===== src/rtl/muldiv_unit_if.sv =====
// muldiv_unit_if: request and register-file write bus
// for the iterative RV32M multiply/divide unit.
interface muldiv_unit_if;
  logic        start;
  logic [2:0]  funct3;
  logic [31:0] opA;
  logic [31:0] opB;
  logic [4:0]  rdIn;
  logic        flush;
  logic        ready;
  logic        busy;
  logic        we;
  logic [4:0]  wrAddr;
  logic [31:0] wrData;

  modport master (
    output start, funct3, opA, opB, rdIn, flush,
    input  ready, busy, we, wrAddr, wrData
  );

  modport slave (
    input  start, funct3, opA, opB, rdIn, flush,
    output ready, busy, we, wrAddr, wrData
  );
endinterface


===== src/rtl/muldiv_unit.sv =====
// muldiv_unit: fixed 34-cycle RV32M multiply/divide,
// shift-add multiply and restoring divide on magnitudes.
module muldiv_unit (
  input  logic clk,
  input  logic rst,
  muldiv_unit_if.slave bus
);

  typedef enum logic [1:0] {
    IDLE, CALC, FIX, DONE
  } state_t;

  state_t state, next;

  logic [2:0]  op;
  logic [4:0]  rd;
  logic [4:0]  cnt;
  logic [31:0] opnd;
  logic [63:0] acc;
  logic [31:0] rem;
  logic        neg_res;
  logic        neg_rem;
  logic [31:0] wr_data;
  logic [4:0]  wr_addr;

  logic        accept;
  logic        sa, sb;
  logic [31:0] mag_a, mag_b;
  logic [32:0] sum;
  logic [32:0] shifted;
  logic        ge;
  logic [31:0] diff;
  logic [63:0] prod;
  logic [31:0] quo;
  logic [31:0] rmd;
  logic [31:0] result;

  assign accept = (state == IDLE) && bus.start
                  && !bus.flush;

  // operand signedness and magnitudes at accept
  always_comb begin
    sa = 1'b0;
    sb = 1'b0;
    unique case (bus.funct3)
      3'b001: begin
        sa = bus.opA[31];
        sb = bus.opB[31];
      end
      3'b010: sa = bus.opA[31];
      3'b100, 3'b110: begin
        sa = bus.opA[31];
        sb = bus.opB[31];
      end
      default: ;
    endcase
    mag_a = sa ? -bus.opA : bus.opA;
    mag_b = sb ? -bus.opB : bus.opB;
  end

  // state register
  always_ff @(posedge clk or negedge rst) begin
    if (!rst) state <= IDLE;
    else      state <= next;
  end

  // next state; flush overrides every transition
  always_comb begin
    next = state;
    unique case (state)
      IDLE: if (bus.start) next = CALC;
      CALC: if (cnt == 5'd0) next = FIX;
      FIX:  next = DONE;
      DONE: next = IDLE;
      default: next = IDLE;
    endcase
    if (bus.flush) next = IDLE;
  end

  // iteration step and sign/special-case fixup
  always_comb begin
    sum = {1'b0, acc[63:32]}
        + (acc[0] ? {1'b0, opnd} : 33'd0);
    shifted = {rem, acc[31]};
    ge = shifted >= {1'b0, opnd};
    diff = shifted[31:0] - opnd;
    prod = neg_res ? -acc : acc;
    if (opnd == 32'd0)
      quo = 32'hFFFF_FFFF;
    else
      quo = neg_res ? -acc[31:0] : acc[31:0];
    rmd = neg_rem ? -rem : rem;
    unique case (op)
      3'b000:                 result = prod[31:0];
      3'b001, 3'b010, 3'b011: result = prod[63:32];
      3'b100, 3'b101:         result = quo;
      default:                result = rmd;
    endcase
  end

  // datapath registers: latch at accept, iterate in CALC
  always_ff @(posedge clk or negedge rst) begin
    if (!rst) begin
      op      <= '0;
      rd      <= '0;
      cnt     <= '0;
      opnd    <= '0;
      acc     <= '0;
      rem     <= '0;
      neg_res <= 1'b0;
      neg_rem <= 1'b0;
    end else if (accept) begin
      op      <= bus.funct3;
      rd      <= bus.rdIn;
      cnt     <= 5'd31;
      rem     <= '0;
      opnd    <= bus.funct3[2] ? mag_b : mag_a;
      acc     <= {32'd0,
                  bus.funct3[2] ? mag_a : mag_b};
      neg_res <= sa ^ sb;
      neg_rem <= sa;
    end else if (state == CALC && !bus.flush) begin
      cnt <= cnt - 5'd1;
      if (op[2]) begin
        rem       <= ge ? diff : shifted[31:0];
        acc[31:0] <= {acc[30:0], ge};
      end else begin
        acc <= {sum, acc[31:1]};
      end
    end
  end

  // write port: updated only on completion
  always_ff @(posedge clk or negedge rst) begin
    if (!rst) begin
      wr_data <= '0;
      wr_addr <= '0;
    end else if (state == FIX && !bus.flush) begin
      wr_data <= result;
      wr_addr <= rd;
    end
  end

  assign bus.ready  = (state == IDLE);
  assign bus.busy   = (state != IDLE);
  assign bus.we     = (state == DONE);
  assign bus.wrData = wr_data;
  assign bus.wrAddr = wr_addr;

endmodule


===== src/flat_wrapper.sv =====
// flat-port wrapper written by rule: the top's interface ports become plain ports
module muldiv_unit_flat 
  (clk, rst, bus_start, bus_funct3, bus_opA, bus_opB, bus_rdIn, bus_flush, bus_ready, bus_busy, bus_we, bus_wrAddr, bus_wrData);
  muldiv_unit_if bus_i ();
  input  logic clk;
  input  logic rst;
  input wire logic [$bits(bus_i.start)-1:0] bus_start;
  input wire logic [$bits(bus_i.funct3)-1:0] bus_funct3;
  input wire logic [$bits(bus_i.opA)-1:0] bus_opA;
  input wire logic [$bits(bus_i.opB)-1:0] bus_opB;
  input wire logic [$bits(bus_i.rdIn)-1:0] bus_rdIn;
  input wire logic [$bits(bus_i.flush)-1:0] bus_flush;
  output wire logic [$bits(bus_i.ready)-1:0] bus_ready;
  output wire logic [$bits(bus_i.busy)-1:0] bus_busy;
  output wire logic [$bits(bus_i.we)-1:0] bus_we;
  output wire logic [$bits(bus_i.wrAddr)-1:0] bus_wrAddr;
  output wire logic [$bits(bus_i.wrData)-1:0] bus_wrData;
  assign bus_i.start = bus_start;
  assign bus_i.funct3 = bus_funct3;
  assign bus_i.opA = bus_opA;
  assign bus_i.opB = bus_opB;
  assign bus_i.rdIn = bus_rdIn;
  assign bus_i.flush = bus_flush;
  assign bus_ready = bus_i.ready;
  assign bus_busy = bus_i.busy;
  assign bus_we = bus_i.we;
  assign bus_wrAddr = bus_i.wrAddr;
  assign bus_wrData = bus_i.wrData;
  muldiv_unit u_core (.clk(clk), .rst(rst), .bus(bus_i));
endmodule

===== config.mk =====
export PLATFORM = sky130hd
export DESIGN_NAME = muldiv_unit_flat
export DESIGN_NICKNAME = d
export VERILOG_FILES = /design/src/rtl/muldiv_unit_if.sv /design/src/rtl/muldiv_unit.sv /design/src/flat_wrapper.sv
export SDC_FILE = /design/constraint.sdc
export NUM_CORES = 1
export LEC_CHECK = 0
export CAP_MARGIN = 20
export CORE_ASPECT_RATIO = 0.7
export CORE_MARGIN = 3
export CORE_UTILIZATION = 40
export DETAILED_ROUTE_END_ITERATION = 10
export PLACE_DENSITY = 0.56
export SLEW_MARGIN = 30
export SYNTH_ARGS = -nofsm -noshare
export SYNTH_HDL_FRONTEND = slang
export SYNTH_SLANG_ARGS = --single-unit
export TNS_END_PERCENT = 30

===== constraint.sdc =====
create_clock -name clk -period 5.2 [get_ports clk]
set_clock_uncertainty 0.15 [all_clocks]
set_input_delay 1.56 -clock clk [delete_from_list [all_inputs] [get_ports clk]]
set_output_delay 1.56 -clock clk [all_outputs]
set_load 0.1 [all_outputs]

; ---- After elaboration in Yosys (flattened, before gate mapping)
; Index checks and enable logic that the tools add are counted.
[word_totals]
regBits = 182
in_bits = 76
output_inout_bits = 40
elab_cells = 82
[op_classes]
n_addsub = 8
order_cmp = 1
eq_ne = 15
n_mux = 26
bitwise_logic = 1
reduce_logical = 19
[ops]
columns = operator, n
row1 = $mux 32, 14
row2 = $mux 64, 3
row3 = $neg 32->32, 4
row4 = $pmux 32 s3, 1
row5 = $neg 64->64, 1
row6 = $add 32x33->33, 1
row7 = $ge 33x32->1, 1
row8 = $logic_not 32->1, 1
row9 = $sub 32x32->32, 1
row10 = $eq 3x3->1 const B, 4
row11 = $mux 5, 2
row12 = $eq 3x2->1 const B, 3
row13 = $pmux 2 s4, 1
row14 = $eq 3x1->1 const B, 2
row15 = $mux 2, 3
row16 = $reduce_and 2->1, 3
row17 = $reduce_bool 2->1, 3
row18 = $reduce_or 3->1, 2
row19 = $logic_not 5->1, 1
row20 = $sub 5x1->5 const B, 1
row21 = $eq 2x2->1 const B, 2
row22 = $logic_and 1x1->1, 4
row23 = $reduce_or 4->1, 1
row24 = $logic_not 3->1, 1
row25 = 9 further kinds, 10

; ---- Logic depth before layout (Yosys ltp)
; Gate-level depths: netlist of the first run.
[logic_depth]
ltp_word = 6
ltp_mapped = 13
depth_no_buf = 12

; ---- Worst setup path before layout of the first run
; OpenSTA, ideal clock, no wires.
[synth_timing]
path_type = register to register
start = reg u_core.state[0]
end = reg u_core.acc[61]
setup_time_ns = 0.131
t_arrival_ns = 3.600
slack_ns = 1.319
stages_incl_launch_ff = 9
path_buffers = 0
path_cell_list = dfrtp_1 -> inv_1 -> ha_1 -> inv_1 -> nor3b_1 -> nor3_1 -> a32o_1 -> a31oi_1 -> nand3_1
[synth_via]
elab_chain_cells = 5
[synth_lines]
columns = element, line_no
row1 = "start, declared", muldiv_unit.sv:13  ; state_t state, next;
row2 = "start signal, assigned", muldiv_unit.sv:64  ; else state <= next;
row3 = $logic_not 2->1 *, -
row4 = net bus_ready, flat_wrapper.sv:13  ; output wire logic [$bits(bus_i.ready)-1:0] bus_ready;
row5 = $logic_and 1x1->1 *, muldiv_unit.sv:38  ; assign accept = (state == IDLE) && bus.start
row6 = $logic_and 1x1->1 *, muldiv_unit.sv:39  ; && !bus.flush;
row7 = $ne 2x2->1 (no line) / $reduce_bool 2->1 (equally long branches), -
row8 = $reduce_and 2->1 (no line), -
row9 = "end signal, assigned", muldiv_unit.sv:118  ; acc <= {32'd0,
row10 = "end signal, assigned", muldiv_unit.sv:128  ; acc <= {sum, acc[31:1]};
row11 = "end, declared", muldiv_unit.sv:19  ; logic [63:0] acc;
; The timed path passes the listed nets; every way through them passes the cells marked *.
; A chain may end at the register's enable or synchronous reset.

; ---- Worst setup path in the final report of the first run
[layout_timing]
start = reg u_core.acc[0]
end = reg u_core.acc[62]
[layout_via]
elab_chain_cells = 5
[layout_lines]
columns = element, line_no
row1 = "start signal, assigned", muldiv_unit.sv:118
row2 = "start signal, assigned", muldiv_unit.sv:126  ; acc[31:0] <= {acc[30:0], ge};
row3 = "start signal, assigned", muldiv_unit.sv:128
row4 = $mux 32, muldiv_unit.sv:83  ; + (acc[0] ? {1'b0, opnd} : 33'd0);
row5 = $add 32x33->33, muldiv_unit.sv:83
row6 = $mux 32, muldiv_unit.sv:124  ; if (op[2]) begin
row7 = $mux 64, muldiv_unit.sv:122  ; end else if (state == CALC && !bus.flush) begin
row8 = $mux 64, muldiv_unit.sv:112  ; end else if (accept) begin
; Every way passes these cells. The select of a mux whose other input is x is not followed.

==> results.ini, run 1 <==
[global_routing]
overflow=0
antenna_found_initial=0
grt_max_degree=94
global_route.usage.total_pct=28.5
grt_pass1_wl_um=90600
grt_pass1_vias=14700

[placement]
port_buffers=115
routabilityCongestion=0.993
hpwlAfterDp_um=46800
postPlaceCellArea_um2=17500

[floorplanning]
die-height_um=172
placementRows=60
die_w_um=243
coreArea_um2=38600
dieArea_um2=41700
start_util_pct=40.7
io_pins=116

[worst_hold_path]
holdPathStages=2
hold_class=register to register
hp-start=u_core.rd[2]
holdPathEnd=u_core.bus.wrAddr[2]

[setup_path]
slowest_stage=nor3_1
cp.arrival_ns=4.52
criticalPathCategory=register to register
end_kind=register
ff2ff_path_depth=11
r2r-start=u_core.acc[0]
path_max_fanout=31
cp_cell_sequence=clkinv_1 -> buf_4 -> nor2_1 -> ha_1 -> nand4_1 -> or2_2 -> nor3_1 -> o311ai_2 -> and4_1 -> o2111ai_1 -> nand3b_1
critPathTopFamily=simple AND/OR/NAND/NOR gates
reg2reg_setup_slack_ns=0.88
crit_path_max_incr_delay_ns=0.63
path_buf_inv=2
startpoint_type=register
critPathRequiredTime_ns=5.40
r2r-end=u_core.acc[62]

[layout]
fill_cells=3900
design_area_um2=18100
layout.nets=2210
mostFrequentLayoutCell=nand2_1
layout_common_cells=nand2_1 (282), dfrtp_1 (180), nor2_1 (155), a21oi_1 (135), xnor2_1 (120)
diodes=0
layout-drive-gt1-share_pct=5.55
area_delta_synth_final_pct=15.2

[power_and_ir_drop]
ir_worst_vdd_mv=0.455
power.density_nw_per_um2=641
p_int_w=0.00511
netSwitchingPower_w=0.00649
clkPwrFrac_pct=12.2
power_frac_seq_pct=24.9
power_leakage_nw=7.45
p_comb_share_pct=63.0
swShare_pct=56.0

[clock_tree]
path_clk_slew_ns=0.08
ctsResizeCount=0
clock_sinks=182
cts.hold.buffers_added=0
cts-root-buf=clkbuf_16
cts_buffers=17
cts_tree=done
cts_buffer_depth=2
cts-htree-levels=4
insertion_delay_ns=0.47
cts_post_setup_buffers_inserted=0

[yosys]
synth_compound_area_share_pct=26.2
synth_seq_cells=182
synthXorXnorAreaFrac_pct=11.2
ys_seq_area_share_pct=29.0
synth_top_family_by_area=compound AO/OA/AOI/OAI gates
synthesis.nets=2146
syn_area_per_cell_um2=7.88
synth-simple-area-share_pct=19.9
synthMuxAreaShare_pct=3.31
async_reset_ff_share_pct=100
synth_edf_count=0
synth_fa_ha_area_share_pct=6.15
synth-main-ff-cell=dfrtp_1
netlist_area_um2=15700
synth.yosys.warnings=0
ys_types=78
syn_inst=1994

[route]
vias=15700
routed_via_density=6.03
drc=0
routed_wirelength_um=59500
drtIter0Drc=1846
antenna_left=0
drt_first_pass_iters=7
wl_per_cell_um=22.9

[timing]
rsz0062_at_grt=no
relSlewSlack_pct=30.3
fin_crit_ns=4.32
worst_slew_pin_slew_ns=1.04
finalSetupViolations=0
fmax_mhz=231
holdWs_ns=0.329
finalSetupTns_ns=0
period_share_pct=83.2
maxSlewViolCount=0
final_hold_viol_count=0

[job]
drv_cap=0

[status]
status=finished clean

[metrics by stage]
stage | total power (W) | cells | utilization, % | worst slack (ns)
after floorplan | 0.00771 | 1994 | - | 1.32
after global placement | 0.00999 | 2566 | 45.3 | 0.507
after detailed placement | 0.0100 | 2566 | 45.3 | 0.457
after CTS | 0.0115 | 2598 | 46.9 | 0.934
after global routing | 0.0123 | 2598 | 46.9 | 0.639
final | 0.0116 | 2598 | 46.9 | 0.876
[flip-flops by register name (all words and copies together), names as in the netlist]
register,flops
u_core.state,2
u_core.neg_res,1
u_core.bus.wrAddr,5
u_core.cnt,5
u_core.neg_rem,1
u_core.rem,32
u_core.acc,64
u_core.op,3
u_core.bus.wrData,32
u_core.opnd,32
u_core.rd,5
[cell type report]
type | count | area, um^2 | area share, %
clock buffer | 17 | 425 | 2.35
multi-input combinational | 1634 | 10500 | 58.2
sequential | 182 | 4560 | 25.2
tap | 527 | 659 | 3.64
inverter | 66 | 248 | 1.37
timing repair buffer | 157 | 1490 | 8.21
clock inverter | 15 | 186 | 1.03
[cell families (layout without fill, tap and decap cells)]
kind of cell,count (synthesis),in the layout
buffers and inverters,178,255
AOI/OAI and AO/OA,635,635
and+or+nand+nor,670,670
muxes,52,52
adders and majority gates,76,76
xor gates and xnor gates,201,201
DFF,182,182
[synthesized netlist by cell type (52+ instances only)]
cell	instances	area share, %
nand2_1	282	6.7
dfrtp_1	182	29
nor2_1	156	3.7
a21oi_1	136	4.3
o21ai_0	120	3.8
xnor2_1	120	6.7
clkbuf_1	97	2.3
o21ai_1	84	2.7
xor2_1	81	4.5
ha_1	74	5.9
inv_1	64	1.5
mux2i_1	52	3.3
[power groups by stage]
stage	Clock (W)	Combinational, W	Sequential (W)
finish	0.00141	0.00730	0.00288
CTS	0.00144	0.00720	0.00285
floorplan	0	0.00441	0.00330
global route	0.00149	0.00790	0.00295
global placement	0	0.00712	0.00286
detailed placement	0	0.00718	0.00287
[worst register-to-register path, stage by stage (launching register included)]
cell and delay (ns):
dfrtp_1 0.53, clkinv_1 0.26, buf_4 0.33, nor2_1 0.31, ha_1 0.33, nand4_1 0.20
or2_2 0.38, nor3_1 0.63, o311ai_2 0.45, and4_1 0.32, o2111ai_1 0.21, nand3b_1 0.11
[how the worst max path moves through the flow]
stage | start | to | slack [ns] | cells after the start
2_1_floorplan | u_core.state[0] | u_core.acc[61] | 1.32 | 8
3_3_place_gp | bus_opB[4] | u_core.acc[30] | 0.51 | 10
3_5_place_dp | bus_opB[4] | u_core.acc[30] | 0.46 | 10
4_1_cts | bus_opB[4] | u_core.acc[30] | 0.93 | 10
5_1_grt | bus_opB[2] | u_core.opnd[24] | 0.64 | 10
6_report | u_core.acc[0] | u_core.acc[62] | 0.88 | 11
[routing by layer]
layer  vias to the layer above  wire length [um]  GRT usage [%]
li1                       7385                 -              -
met4                         0               985           6.31
met1                      7608             28400           41.6
met2                       596             24500           41.0
met3                        64              5590           8.87
met5                         -                 0              0
(Power assumes the default switching activity.)
==> run 2: changes to the inputs <==
- PLACE_DENSITY: 0.56 -> 0.58
- clock period: 5.2 -> 3.6 ns (I/O delays scaled with it)
==> results.ini, run 2 (synthesis results as in run 1) <==
[global_routing]
overflow=0  ; unchanged
grt_max_degree=74  ; -21%
global_route.usage.total_pct=29.5  ; +1.0 points
antenna_found_initial=0  ; unchanged
grt_pass1_wl_um=94200  ; +3.9%
grt_pass1_vias=15600  ; +6.2%

[floorplanning]
io_pins=116  ; unchanged
start_util_pct=40.7  ; unchanged
coreArea_um2=38600  ; unchanged
die_w_um=243  ; unchanged
dieArea_um2=41700  ; unchanged
die-height_um=172  ; unchanged
placementRows=60  ; unchanged

[placement]
routabilityCongestion=1.01  ; +1.5%
hpwlAfterDp_um=49500  ; +5.8%
port_buffers=115  ; unchanged

[clock_tree]
cts_tree=done
clock_sinks=182  ; unchanged
path_clk_slew_ns=0.08  ; about the same
cts-htree-levels=4  ; unchanged
cts_buffers=17  ; unchanged
cts.hold.buffers_added=0  ; unchanged
cts-root-buf=clkbuf_16
cts_buffer_depth=2  ; unchanged
insertion_delay_ns=0.48  ; about the same

[layout]
largest_reg_flops=64  ; unchanged
fill_cells=3840  ; -1.5%
regMostFlops=u_core.acc
mostFrequentLayoutCell=nand2_1
layout.nets=2379  ; +7.6%
multi_input_area_um2=10600  ; +0.89%
layout_common_cells=nand2_1 (282), buf_4 (241), dfrtp_1 (180), nor2_1 (154), a21oi_1 (133)
area_delta_synth_final_pct=23.9
fin_util_pct=50.4  ; +3.6 points
diodes=0  ; unchanged
seq_area_um2=4560  ; unchanged
layout-drive-gt1-share_pct=15.3  ; +9.8 points

[timing]
rsz0062_at_grt=yes
fmax_mhz=286
finalSetupTns_ns=0  ; unchanged
relSlewSlack_pct=32.0  ; +1.8 points
worst_slew_pin_slew_ns=1.02  ; -0.0245 ns
finalSetupViolations=0  ; unchanged
period_share_pct=97.1
final_hold_viol_count=0  ; unchanged
maxSlewViolCount=0  ; unchanged
fin_crit_ns=3.50

[setup_path]
startpoint=bus_opB[4]
critPathRequiredTime_ns=3.83  ; -1.57 ns
r2r-start=u_core.acc[31]
setup.worst_path.end=u_core.opnd[31]
path_max_fanout=5  ; -84%
reg2reg_setup_slack_ns=0.16  ; -0.72 ns
criticalPathCategory=input port to register
ff2ff_path_depth=13  ; +2
startpoint_type=input port
r2r-end=u_core.rem[30]
cp.arrival_ns=3.73  ; -0.79 ns
end_kind=register

[job]
drv_cap=0  ; unchanged

[route]
drtIter0Drc=1750  ; -5.2%
drc=0  ; unchanged
drt_first_pass_iters=5  ; -2
vias=16700  ; +6.4%
routed_via_density=6.02  ; about the same
antenna_left=0  ; unchanged
wl_per_cell_um=22.5  ; -1.9%
routed_wirelength_um=62200  ; +4.5%

[status]
status=finished clean

[power_and_ir_drop]
power_leakage_nw=8.36  ; +12%
ir_worst_vdd_mv=0.549  ; +21%
power.density_nw_per_um2=908  ; +42%

[worst_hold_path]
holdPathStages=2  ; unchanged
hold_class=register to register

[run 2: cell types whose count changed in the layout (fill, tap and decap cells not counted), moves of 3 or more]
cell and delta:
ha_1 -6, clkdlybuf4s50_1 -39, buf_4 +201, o31ai_2 +3, o31ai_1 -3, buf_12 +7
ha_2 +6
[run 2: per-stage QoR]
stage	power, W	worst slack, ns	hold slack [ns]	cells	instance area, um^2
global route	0.0187	-0.0351	0.361	2767	19500
finish	0.0177	0.105	0.324	2767	19500
detailed placement	0.0153	-0.382	0.306	2734	18700
floorplan	0.0111	0.194	0.289	1994	15700
CTS	0.0174	0.0309	0.323	2766	19400
global placement	0.0151	-0.305	0.297	2734	18700
[run 2: power by group]
part           total, W  switching (W)  leakage (nW)  internal, W
logic            0.0116        0.00754          5.72      0.00411
clock network   0.00208        0.00101         0.298      0.00108
registers       0.00394        0.00112          2.34      0.00282
total            0.0177        0.00966          8.36      0.00801
[run 2: timing repair]
item,4_1_cts,5_1_grt
endpoints found under the hold margin,0,0
endpoints found under the setup margin,0,30
resized for setup,0,26
setup buffers,0,1
[run 2: how the worst min path moves through the flow]
stage | start | endpoint
2_1_floorplan | u_core.rd[0] | u_core.bus.wrAddr[0]
3_3_place_gp | u_core.rd[2] | u_core.bus.wrAddr[2]
3_5_place_dp | u_core.rd[1] | u_core.bus.wrAddr[1]
4_1_cts | u_core.rd[1] | u_core.bus.wrAddr[1]
5_1_grt | u_core.bus.wrData[26] | u_core.bus.wrData[26]
6_report | u_core.rd[1] | u_core.bus.wrAddr[1]
[run 2: worst max-delay path, stage by stage]
cell and delay (ns):
clkdlybuf4s50_1 0.43, or4_1 0.57, buf_4 0.18, nor2_1 0.19, nand3_1 0.30, or2_1 0.33, o31ai_1 0.31, a31oi_1 0.13
a22oi_1 0.19
[run 2: cell type report]
type                            instances  area share [%]
Sequential cell                       182            23.4
Tap cell                              527            3.39
Inverter                               66            1.29
Multi-Input combinational cell       1634            54.6
Clock inverter                         14           0.926
Timing Repair Buffer                  326            14.1
Clock buffer                           18            2.26
[run 2: routing by layer]
metal  track usage, %  wire length, um  vias up
met5                0                0        -
met4             8.28             1480        0
met3             8.49             6290       97
met2             42.0            25300      708
met1             43.3            29100     8107
li1                 -                -     7746
